===== src/rtl/prog_seq_ctrl.sv =====
// Instruction sequencer: owns the program counter, run state and RUN-cycle counter.
// Turns the ALU's branch, soft-reset and halt outputs into next-PC decisions.
module prog_seq_ctrl #(
  parameter int unsigned PC_W       = 10,
  parameter int unsigned START_ADDR = 0,
  parameter int unsigned CNT_W      = 16
) (
  input  logic             Clk,
  input  logic             Reset,
  input  logic             Start,
  input  logic             Branch,
  input  logic [3:0]       bOFFSET,
  input  logic             bSIGN,
  input  logic             SoftReset,
  input  logic             HaltReq,
  input  logic             Stall,
  output logic [PC_W-1:0]  PC,
  output logic             InstrValid,
  output logic             Ack,
  output logic [CNT_W-1:0] CycleCnt,
  output logic [1:0]       State
);

  typedef enum logic [1:0] {
    S_IDLE = 2'b00,
    S_RUN  = 2'b01,
    S_DONE = 2'b10,
    S_BAD  = 2'b11
  } state_t;

  localparam logic [PC_W-1:0]  START_PC = PC_W'(START_ADDR);
  localparam logic [CNT_W-1:0] CNT_MAX  = '1;

  state_t          state_q;
  logic [PC_W-1:0] offset_ext;

  assign offset_ext = PC_W'(bOFFSET);
  assign State      = state_q;

  // Sequencer FSM; PC and counter arithmetic wrap/saturate in the register update.
  always_ff @(posedge Clk or posedge Reset) begin
    if (Reset) begin
      state_q    <= S_IDLE;
      PC         <= START_PC;
      InstrValid <= 1'b0;
      Ack        <= 1'b0;
      CycleCnt   <= '0;
    end else begin
      case (state_q)
        S_IDLE: begin
          PC <= START_PC;
          if (Start) begin
            state_q    <= S_RUN;
            InstrValid <= 1'b1;
            CycleCnt   <= '0;
          end
        end
        S_RUN: begin
          if (CycleCnt != CNT_MAX) CycleCnt <= CycleCnt + CNT_W'(1);
          if (Stall) begin
            PC <= PC;
          end else if (HaltReq) begin
            state_q    <= S_DONE;
            InstrValid <= 1'b0;
            Ack        <= 1'b1;
          end else if (SoftReset) begin
            PC <= START_PC;
          end else if (Branch) begin
            PC <= bSIGN ? (PC - offset_ext) : (PC + offset_ext);
          end else begin
            PC <= PC + PC_W'(1);
          end
        end
        S_DONE: begin
          if (Start) begin
            state_q    <= S_RUN;
            PC         <= START_PC;
            CycleCnt   <= '0;
            InstrValid <= 1'b1;
            Ack        <= 1'b0;
          end
        end
        default: begin
          // Unused encoding falls back to a clean IDLE.
          state_q    <= S_IDLE;
          PC         <= START_PC;
          InstrValid <= 1'b0;
          Ack        <= 1'b0;
          CycleCnt   <= '0;
        end
      endcase
    end
  end

endmodule


===== config.mk =====
export PLATFORM = sky130hd
export DESIGN_NAME = prog_seq_ctrl
export DESIGN_NICKNAME = d
export VERILOG_FILES = /design/src/rtl/prog_seq_ctrl.sv
export SDC_FILE = /design/constraint.sdc
export NUM_CORES = 1
export LEC_CHECK = 0
export CAP_MARGIN = 15
export CELL_PAD_IN_SITES_DETAIL_PLACEMENT = 1
export CELL_PAD_IN_SITES_GLOBAL_PLACEMENT = 2
export CORE_MARGIN = 1
export CORE_UTILIZATION = 27
export DETAILED_ROUTE_END_ITERATION = 12
export PLACE_DENSITY_LB_ADDON = 0.1
export SLEW_MARGIN = 15
export SYNTH_ARGS = -nofsm -noshare
export SYNTH_HDL_FRONTEND = slang
export SYNTH_SLANG_ARGS = --single-unit

===== constraint.sdc =====
create_clock -name Clk -period 1.97 [get_ports Clk]
set_input_delay 0.2955 -clock Clk [delete_from_list [all_inputs] [get_ports Clk]]
set_output_delay 0.2955 -clock Clk [all_outputs]
set_load 0.1 [all_outputs]

Word-level counts from Yosys, hierarchy flattened
Index checks and enable logic that the tools add are counted.

word-level totals
  register bits after elaboration = 30
  logic and storage cells = 47

cells by class
  add/subtract/negate cells = 4
  eq/ne operators = 9
  multiplexer cells = 22
  bitwise logic cells = 1
  reduce and logical (&&, ||, !) cells = 6

operator list
  kind                                            number
  two-way mux 10 bit                              6
  two-way mux 16 bit                              2
  case mux 16 bit (2 select lines)                1
  case mux 10 bit (2 select lines)                1
  adder 16 x 1 -> 16 bit (second input constant)  1
  != test 16 bit (second input constant)          1
  adder 10 x 1 -> 10 bit (second input constant)  1
  adder 10 x 4 -> 10 bit                          1
  != test 2 bit (second input constant)           5
  subtractor 10 x 4 -> 10 bit                     1
  two-way mux 1 bit                               6
  two-way mux 2 bit                               3
  AND reduction 3 bit                             2
  case mux 2 bit (2 select lines)                 1
  AND reduction 4 bit                             1
  case mux 1 bit (3 select lines)                 1
  == test 2 x 1 -> 1 bit (second input constant)  1
  == test 2 bit (second input constant)           1
  logical NOT 2 bit                               1
  != test 2 x 1 -> 1 bit (second input constant)  1
  case mux 1 bit (2 select lines)                 1
  AND reduction 2 bit                             1
  OR reduction 2 bit                              1
  NOT 1 bit                                       1

Longest topological paths before layout
Gate-level depths: netlist of the first run.

  depth in word-level cells = 7
  depth in mapped cells = 11
  depth with buffers taken out = 11

Worst setup path after synthesis of the first run
No wires, ideal clock.

  path kind = reg-to-reg
  start point = register PC[0]
  end point = register PC[8]
  setup time = 125 ps
  arrival = 2,409 ps
  slack = -564 ps
  stages on the path, launching flop included = 11
  period minus slack after synthesis = 2,534 ps
  cells stage by stage = dfrtp_1 -> inv_1 -> ha_1 -> inv_1 -> fa_1 -> a21o_1 -> a21oi_1 -> o21ai_0 -> a31oi_1 -> xor2_1 -> o21ai_1

on the way
  word-level cells in the longest chain between the ends = 7
  elaborated cells on any way between the ends = 9
  classes of those cells = add/sub (3); mux (6)

ends and longest elaborated chain
  item                                                                          RTL line  text
  start, declared                                                               17        output logic [PC_W-1:0] PC,
  start signal, assigned                                                        69        PC <= bSIGN ? (PC - offset_ext) : (PC + offset_ext);
  start signal, assigned                                                        71        PC <= PC + PC_W'(1);
  adder 10 x 4 -> 10 bit / subtractor 10 x 4 -> 10 bit (equally long branches)  69
  two-way mux 10 bit                                                            69
  two-way mux 10 bit (*)                                                        68        end else if (Branch) begin
  two-way mux 10 bit (*)                                                        66        end else if (SoftReset) begin
  two-way mux 10 bit (*)                                                        62        end else if (HaltReq) begin
  two-way mux 10 bit (*)                                                        60        if (Stall) begin
  case mux 10 bit (2 select lines) (*)                                          49        case (state_q)

Every way passes the cells marked *; elsewhere a longest branch is shown, timed or not. The select of a mux whose other input is x is not followed.
A chain may end at the register's enable or synchronous reset.

Worst setup path in the final report of the first run
  start point = register PC[0]
  end point = register PC[6]

Same word-level chain as after synthesis.

==> summary.md, run 1 <==
| Metric | Value |
|---|---|
| Fillers | `860` |
| Post-synth ARST share | `100%` |
| Startpoint Class | `register` |
| Worst path cell trace | `inv_4 -> ha_4 -> inv_2 -> fa_2 -> a21o_1 -> a21oi_4 -> o21bai_1 -> a21oi_1 -> xor2_1 -> o21ai_1` |
| Port bufs | `41` |
| Htree depth | `2` |
| Slew headroom | `40.4%` |
| Main synth FF type | `dfrtp_1` |
| Hold-fix buffers, CTS | `0` |
| Die footprint | `0.00780 sq mm` |
| Commonest cells post-synth | `30 x dfrtp_1, 21 x nand2_1, 18 x o21ai_1, 13 x o21ai_0` |
| Initial core utilization | `27.9%` |
| Placeable Area | `0.00721 sq mm` |
| Clock transition at path regs | `70 ps` |
| Worst EP arrival | `2260 ps` |
| Synth top area share | `37.3%` |
| Gr ovfl total | `0` |
| CP Class | `reg -> reg` |
| Multi-input logic area | `0.00141 sq mm` |
| RSZ-0062 raised after global routing | `true` |
| Peak supply drop | `0.685 mV` |
| Leakage | `1.40 nW` |
| CP max stage cell | `dfrtp_4` |
| Status | `finished, violations left` |
| Syn Area/Cell | `8.79 sq um` |
| Max Cap Viol | `0` |
| Highest clock rate | `480 MHz` |
| Largest net degree at the start of global routing | `31` |
| Crit path buffers/inverters | `2` |
| Synthesized flop and latch total | `30` |
| Worst skew pair latency | `290 ps` |
| Max-slew violations | `0` |
| Drt first pass iters | `4` |
| Die Height | `88.3 microns` |
| Vias per cell | `4.89` |
| Synth warnings | `0` |
| Crit end category | `register` |
| Power per standard cell area | `927 mW/mm^2` |
| Final Skew | `1.92 ps` |
| Nets | `343` |
| HP Class | `in -> async` |
| Initial antenna violation count | `0` |
| Failing checks | `negative setup slack` |
| Final setup vio count | `4` |
| Post-Synthesis Cell Area | `0.00201 sq mm` |
| Gr usage total | `17.2%` |
| Vias in the first global route | `2048` |
| Fin. Hold Viols | `0` |
| CTS Buf Count | `5` |
| Std-Cell Rows | `31` |
| Iter 0 DRT Violations | `55` |
| DP HPWL | `4670 microns` |
| Synth top area cells | `dfrtp_1 37%, ha_1 7.5%, o21ai_1 4.5%, nand2_1 3.9%, nand4_1 3.4%` |
| Top-count cell post-synth | `dfrtp_1` |
| WHS | `393 ps` |
| Clock buffer depth | `2` |
| Layout Area Growth over Synthesis | `59.3%` |
| Post-synthesis cell count | `229` |
| Num Clock Sinks | `30` |
| DIE WIDTH | `88.3 microns` |
| Clk Tree Root Cell | `clkbuf_8` |
| Register area share after synthesis | `37.3%` |
| Post-synth EDFFs | `0` |
| Worst path max stage delay | `490 ps` |
| CTS tree | `done` |
| Total chip power | `2.97 mW` |
| Fin crit share | `106%` |
| Tmin final | `2080 ps` |
| Post-Route WL | `6310 microns` |
| Synth cell types | `49` |
| Setup_tns | `-294 ps` |
| ANT nets after route | `0` |
| Fin worst setup slack | `-112 ps` |
| RePlAce Congestion | `0.734` |
| # diodes | `0` |
| Vias after detailed routing | `2044` |
| Share of cells above drive strength 1 | `49.5%` |
| DRC Markers | `0` |
| I/O Pins | `42` |
| Synth Net Count | `254` |
| First-pass GRT wire length | `10200 microns` |
| Avg WL per Cell | `15.1 microns` |
| Register area | `790 sq um` |
| Largest delay contributor family on the critical path | `compound AO/OA/AOI/OAI gates` |
| CP required | `2150 ps` |
| Slew @ Worst Pin | `888 ps` |
| Crit-path max FO | `3` |
| Post-synth top area cell | `dfrtp_1` |
layout by cell type, fill, tap and decap left out, types with 3 or more instances in the layout:
| cell type | n |
|---|---|
| ha_4 | 7 |
| nand4_1 | 11 |
| nand2b_1 | 3 |
| o22ai_1 | 3 |
| inv_2 | 3 |
| or3_1 | 4 |
| o21ai_1 | 17 |
| a21oi_1 | 8 |
| and3_1 | 3 |
| ha_1 | 5 |
| nand3_1 | 5 |
| mux2i_1 | 3 |
| buf_6 | 4 |
| inv_1 | 7 |
| dfrtp_4 | 3 |
| xor2_1 | 5 |
| buf_4 | 75 |
| clkdlybuf4s50_1 | 5 |
| nand2_1 | 20 |
| o21ai_0 | 11 |
| a31oi_1 | 4 |
| nor2_1 | 12 |
| dfrtp_2 | 22 |
| dfrtp_1 | 5 |
| o21a_1 | 3 |
| clkbuf_2 | 3 |
| clkbuf_8 | 6 |
| o21ai_2 | 4 |
routing by layer:
| metal | share of wire (%) | track usage (%) | vias to the layer above | routed length [microns] |
|---|---|---|---|---|
| met3 | 3.3 | 3.45 | 6 | 210 |
| met1 | 50 | 24.9 | 989 | 3150 |
| met5 | 0 | 0 | - | 0 |
| met4 | 1.0 | 4.25 | 0 | 63 |
| met2 | 46 | 26.0 | 31 | 2890 |
| li1 | - | - | 1018 | - |
final timing paths:
check	from	to	slack, ps	cells after the start
max	PC[0]$_DFFE_PP0P_	PC[6]$_DFFE_PP0P_	-110	10
min in group Clk	CycleCnt[13]$_DFFE_PP0P_	CycleCnt[13]$_DFFE_PP0P_	490	1
min reg2reg	CycleCnt[13]$_DFFE_PP0P_	CycleCnt[13]$_DFFE_PP0P_	490	1
max reg2reg	PC[0]$_DFFE_PP0P_	PC[6]$_DFFE_PP0P_	-110	10
max in group asynchronous	Reset	CycleCnt[1]$_DFFE_PP0P_	1240	3
min	Reset	CycleCnt[13]$_DFFE_PP0P_	390	3
registers in the layout, summed over array words and instances, names as in the netlist:
register	cells
State	2
PC	10
CycleCnt	16
Ack	1
InstrValid	1
kinds of logic (layout without fill, tap and decap cells):
logic type                 after synthesis  in the layout  synth area share (%)
and+or+nand+nor                         82             82                  22.6
muxes                                    3              3                  1.49
AOI/OAI and AO/OA                       72             72                  22.4
buffers and inverters                   21            111                  4.23
xor gates and xnor gates                 8              8                  3.48
adders and majority gates               13             13                  8.46
DFF                                     30             30                  37.3
cell type report:
| type | instances | share of cell area, % |
|---|---|---|
| sequential | 30 | 24.6 |
| inverter | 13 | 2.07 |
| multi-input combinational | 178 | 44.1 |
| clock inverter | 2 | 0.390 |
| clock buffer | 6 | 2.58 |
| timing repair buffer | 90 | 22.4 |
| tap | 99 | 3.87 |
worst register-to-register path: stages, from the launching register on:
cell,delay [ps]
dfrtp_4,490
inv_4,70
ha_4,120
inv_2,40
fa_2,360
a21o_1,200
a21oi_4,160
o21bai_1,100
a21oi_1,180
xor2_1,170
o21ai_1,70
power by group:
| group | leakage [nW] | switching (mW) | internal (mW) |
|---|---|---|---|
| Combinational | 0.991 | 1.13 | 0.477 |
| Clock | 0.0472 | 0.265 | 0.281 |
| Sequential | 0.365 | 0.0958 | 0.718 |
| Total | 1.40 | 1.49 | 1.48 |
what timing repair did:
action / 4_1_cts / 5_1_grt
gates resized for setup: 34 / 25
buffers inserted: 2 / 5
setup endpoints to repair: 9 / 8
pin swaps: 23 / 24
per-stage QoR:
| stage | instance area, sq um | std cells | utilization, % | setup slack (ps) |
|---|---|---|---|---|
| after floorplan | 2140 | 229 | - | -253 |
| after global routing | 3200 | 418 | 44.4 | -230 |
| after detailed placement | 2900 | 405 | 40.2 | -1000 |
| after CTS | 3090 | 414 | 42.9 | -222 |
| after global placement | 2900 | 405 | 40.2 | -980 |
| final | 3200 | 418 | 44.4 | -112 |
Note: power is estimated with default switching activity, not from simulation.
==> run 2: changes to the inputs <==
--- a/config.mk
+++ b/config.mk
@@ -12,6 +12,7 @@
 export CORE_UTILIZATION = 27
 export DETAILED_ROUTE_END_ITERATION = 12
 export PLACE_DENSITY_LB_ADDON = 0.1
+export RECOVER_POWER = 25
 export SLEW_MARGIN = 15
 export SYNTH_ARGS = -nofsm -noshare
 export SYNTH_HDL_FRONTEND = slang
==> run 2 against run 1 <==
Against the previous run: the flow still finishes with violations (negative setup slack); clock power barely moved; core utilization about the same; flip-flop and latch count unchanged; clock-buffer cell count did not move; combinational power hardly changed; power about the same.
==> summary.md, run 2 (synthesis gave the netlist of run 1 again) <==
| Metric | Value |
|---|---|
| Final Util | `44.4% (about the same)` |
| Dpl cells | `405 (unchanged)` |
| CTS tree | `done (unchanged)` |
| Placeable Area | `0.00721 sq mm (unchanged)` |
| Worst slack, placed | `-1000 ps (unchanged)` |
| Final Skew | `1.92 ps (unchanged)` |
| Fillers | `860 (unchanged)` |
| Max reg flops | `16 (unchanged)` |
| First-pass GRT wire length | `10200 microns (unchanged)` |
| RSZ-0062 raised after global routing | `true (unchanged)` |
| DP HPWL | `4670 microns (unchanged)` |
| Status | `finished, violations left (unchanged)` |
| RePlAce Congestion | `0.734 (unchanged)` |
| Initial core utilization | `27.9% (unchanged)` |
| Fin worst setup slack | `-112 ps (unchanged)` |
| Port bufs | `41 (unchanged)` |
| Initial antenna violation count | `0 (unchanged)` |
| Die footprint | `0.00780 sq mm (unchanged)` |
| Clock transition at path regs | `70 ps (about the same)` |
| I/O Pins | `42 (unchanged)` |
| Crit-path max FO | `3 (unchanged)` |
| Failing checks | `negative setup slack (unchanged)` |
| Num Clock Sinks | `30 (unchanged)` |
| Share of cells above drive strength 1 | `49.5% (unchanged)` |
| Fin. Hold Viols | `0 (unchanged)` |
| Avg WL per Cell | `15.1 microns (about the same)` |
| Worst skew pair latency | `290 ps (about the same)` |
| Nets | `343 (unchanged)` |
| Most frequent cells in the layout | `74 x buf_4, 22 x dfrtp_2, 20 x nand2_1 (was 75 x buf_4, 22 x dfrtp_2, 20 x nand2_1)` |
| Setup_tns | `-294 ps (unchanged)` |
| Crit end category | `register (unchanged)` |
| Hold-fix buffers, CTS | `0 (unchanged)` |
| Vias per cell | `4.89 (unchanged)` |
| Startpoint Class | `register (unchanged)` |
| Clk Tree Root Cell | `clkbuf_8 (unchanged)` |
| Leakage | `1.40 nW (about the same)` |
| Highest clock rate | `480 MHz (unchanged)` |
| Fin crit share | `106% (unchanged)` |
| CP required | `2150 ps (about the same)` |
| Power per standard cell area | `928 mW/mm^2 (was 927 mW/mm^2)` |
| Fin cells | `418 (unchanged)` |
| CP Class | `reg -> reg (unchanged)` |
| Tmin final | `2080 ps (unchanged)` |
| Final setup vio count | `4 (unchanged)` |
| Max Cap Viol | `0 (unchanged)` |
| Register area | `790 sq um (unchanged)` |
| CTS Buf Count | `5 (unchanged)` |
| Multi-input logic area | `0.00141 sq mm (unchanged)` |
| DIE WIDTH | `88.3 microns (unchanged)` |
| Htree depth | `2 (unchanged)` |
| Max-slew violations | `0 (unchanged)` |
| Reg with most FFs | `CycleCnt (unchanged)` |
| Layout Area Growth over Synthesis | `59.1% (was 59.3%)` |
| Post-Route WL | `6310 microns (about the same)` |
| Gr ovfl total | `0 (unchanged)` |
| Iter 0 DRT Violations | `55 (unchanged)` |
| Gr usage total | `17.2% (unchanged)` |
| Die Height | `88.3 microns (unchanged)` |
| Drt first pass iters | `4 (unchanged)` |
| Peak supply drop | `0.685 mV (about the same)` |
| Slew headroom | `40.4% (unchanged)` |
| ANT nets after route | `0 (unchanged)` |
| Slew @ Worst Pin | `888 ps (unchanged)` |
| HP Class | `reg -> reg (was in -> async)` |
| Std-Cell Rows | `31 (unchanged)` |
| Largest net degree at the start of global routing | `31 (unchanged)` |
| Worst EP arrival | `2260 ps (about the same)` |
| Most common cell after layout, fill and taps aside | `buf_4 (unchanged)` |
| # diodes | `0 (unchanged)` |
| Clock buffer depth | `2 (unchanged)` |
| Vias after detailed routing | `2044 (unchanged)` |
| DRC Markers | `0 (unchanged)` |
| Vias in the first global route | `2048 (unchanged)` |
==> run 2: worst max-delay path, cell delays in order (launching register included) <==
cell      delay, ps
dfrtp_4         490
inv_4            70
ha_4            120
inv_2            40
fa_2            360
a21o_1          200
a21oi_4         160
o21bai_1        100
a21oi_1         180
xor2_1          170
o21ai_1          70
==> run 2: worst paths after layout <==
| check | from | endpoint | slack, ps | cells past startpoint |
|---|---|---|---|---|
| setup reg to reg | PC[0]$_DFFE_PP0P_ | PC[6]$_DFFE_PP0P_ | -110 | 10 |
| min in group asynchronous | Reset | CycleCnt[13]$_DFFE_PP0P_ | 680 | 3 |
| max in group asynchronous | Reset | CycleCnt[1]$_DFFE_PP0P_ | 690 | 3 |
| setup / recovery | PC[0]$_DFFE_PP0P_ | PC[6]$_DFFE_PP0P_ | -110 | 10 |
| hold reg to reg | CycleCnt[13]$_DFFE_PP0P_ | CycleCnt[13]$_DFFE_PP0P_ | 490 | 1 |
| hold / removal | CycleCnt[13]$_DFFE_PP0P_ | CycleCnt[13]$_DFFE_PP0P_ | 490 | 1 |
==> run 2: area by class of cell <==
cell class	count	share of cell area (%)
clock buffer	6	2.58
clock inverter	2	0.391
inverter	13	2.07
multi-input combinational	178	44.1
sequential	30	24.7
timing repair buffer	90	22.3
tap	99	3.87
==> run 2: per-layer routing <==
| metal | vias up | global-route usage, % | wire [microns] |
|---|---|---|---|
| met2 | 31 | 26.0 | 2890 |
| met4 | 0 | 4.25 | 63 |
| met1 | 989 | 24.9 | 3150 |
| met5 | - | 0 | 0 |
| li1 | 1018 | - | - |
| met3 | 6 | 3.45 | 210 |
==> run 2: through the flow <==
stage               area (sq um)  hold WS (ps)  power [mW]
floorplan                   2140           385        1.91
global placement            2900           471        2.37
detailed placement          2900           481        2.39
CTS                         3090           421        2.99
global route                3200           513        3.17
finish                      3200           488        2.97
==> run 2: what timing repair did <==
item / 4_1_cts / 5_1_grt
gates resized for setup: 34 / 25
setup endpoints to repair: 9 / 8
pin swaps: 23 / 24
buffers inserted: 2 / 5
==> run 2: where the power goes <==
group	internal, mW	switching (mW)
registers	0.718	0.0958
clock network	0.281	0.265
logic	0.476	1.13
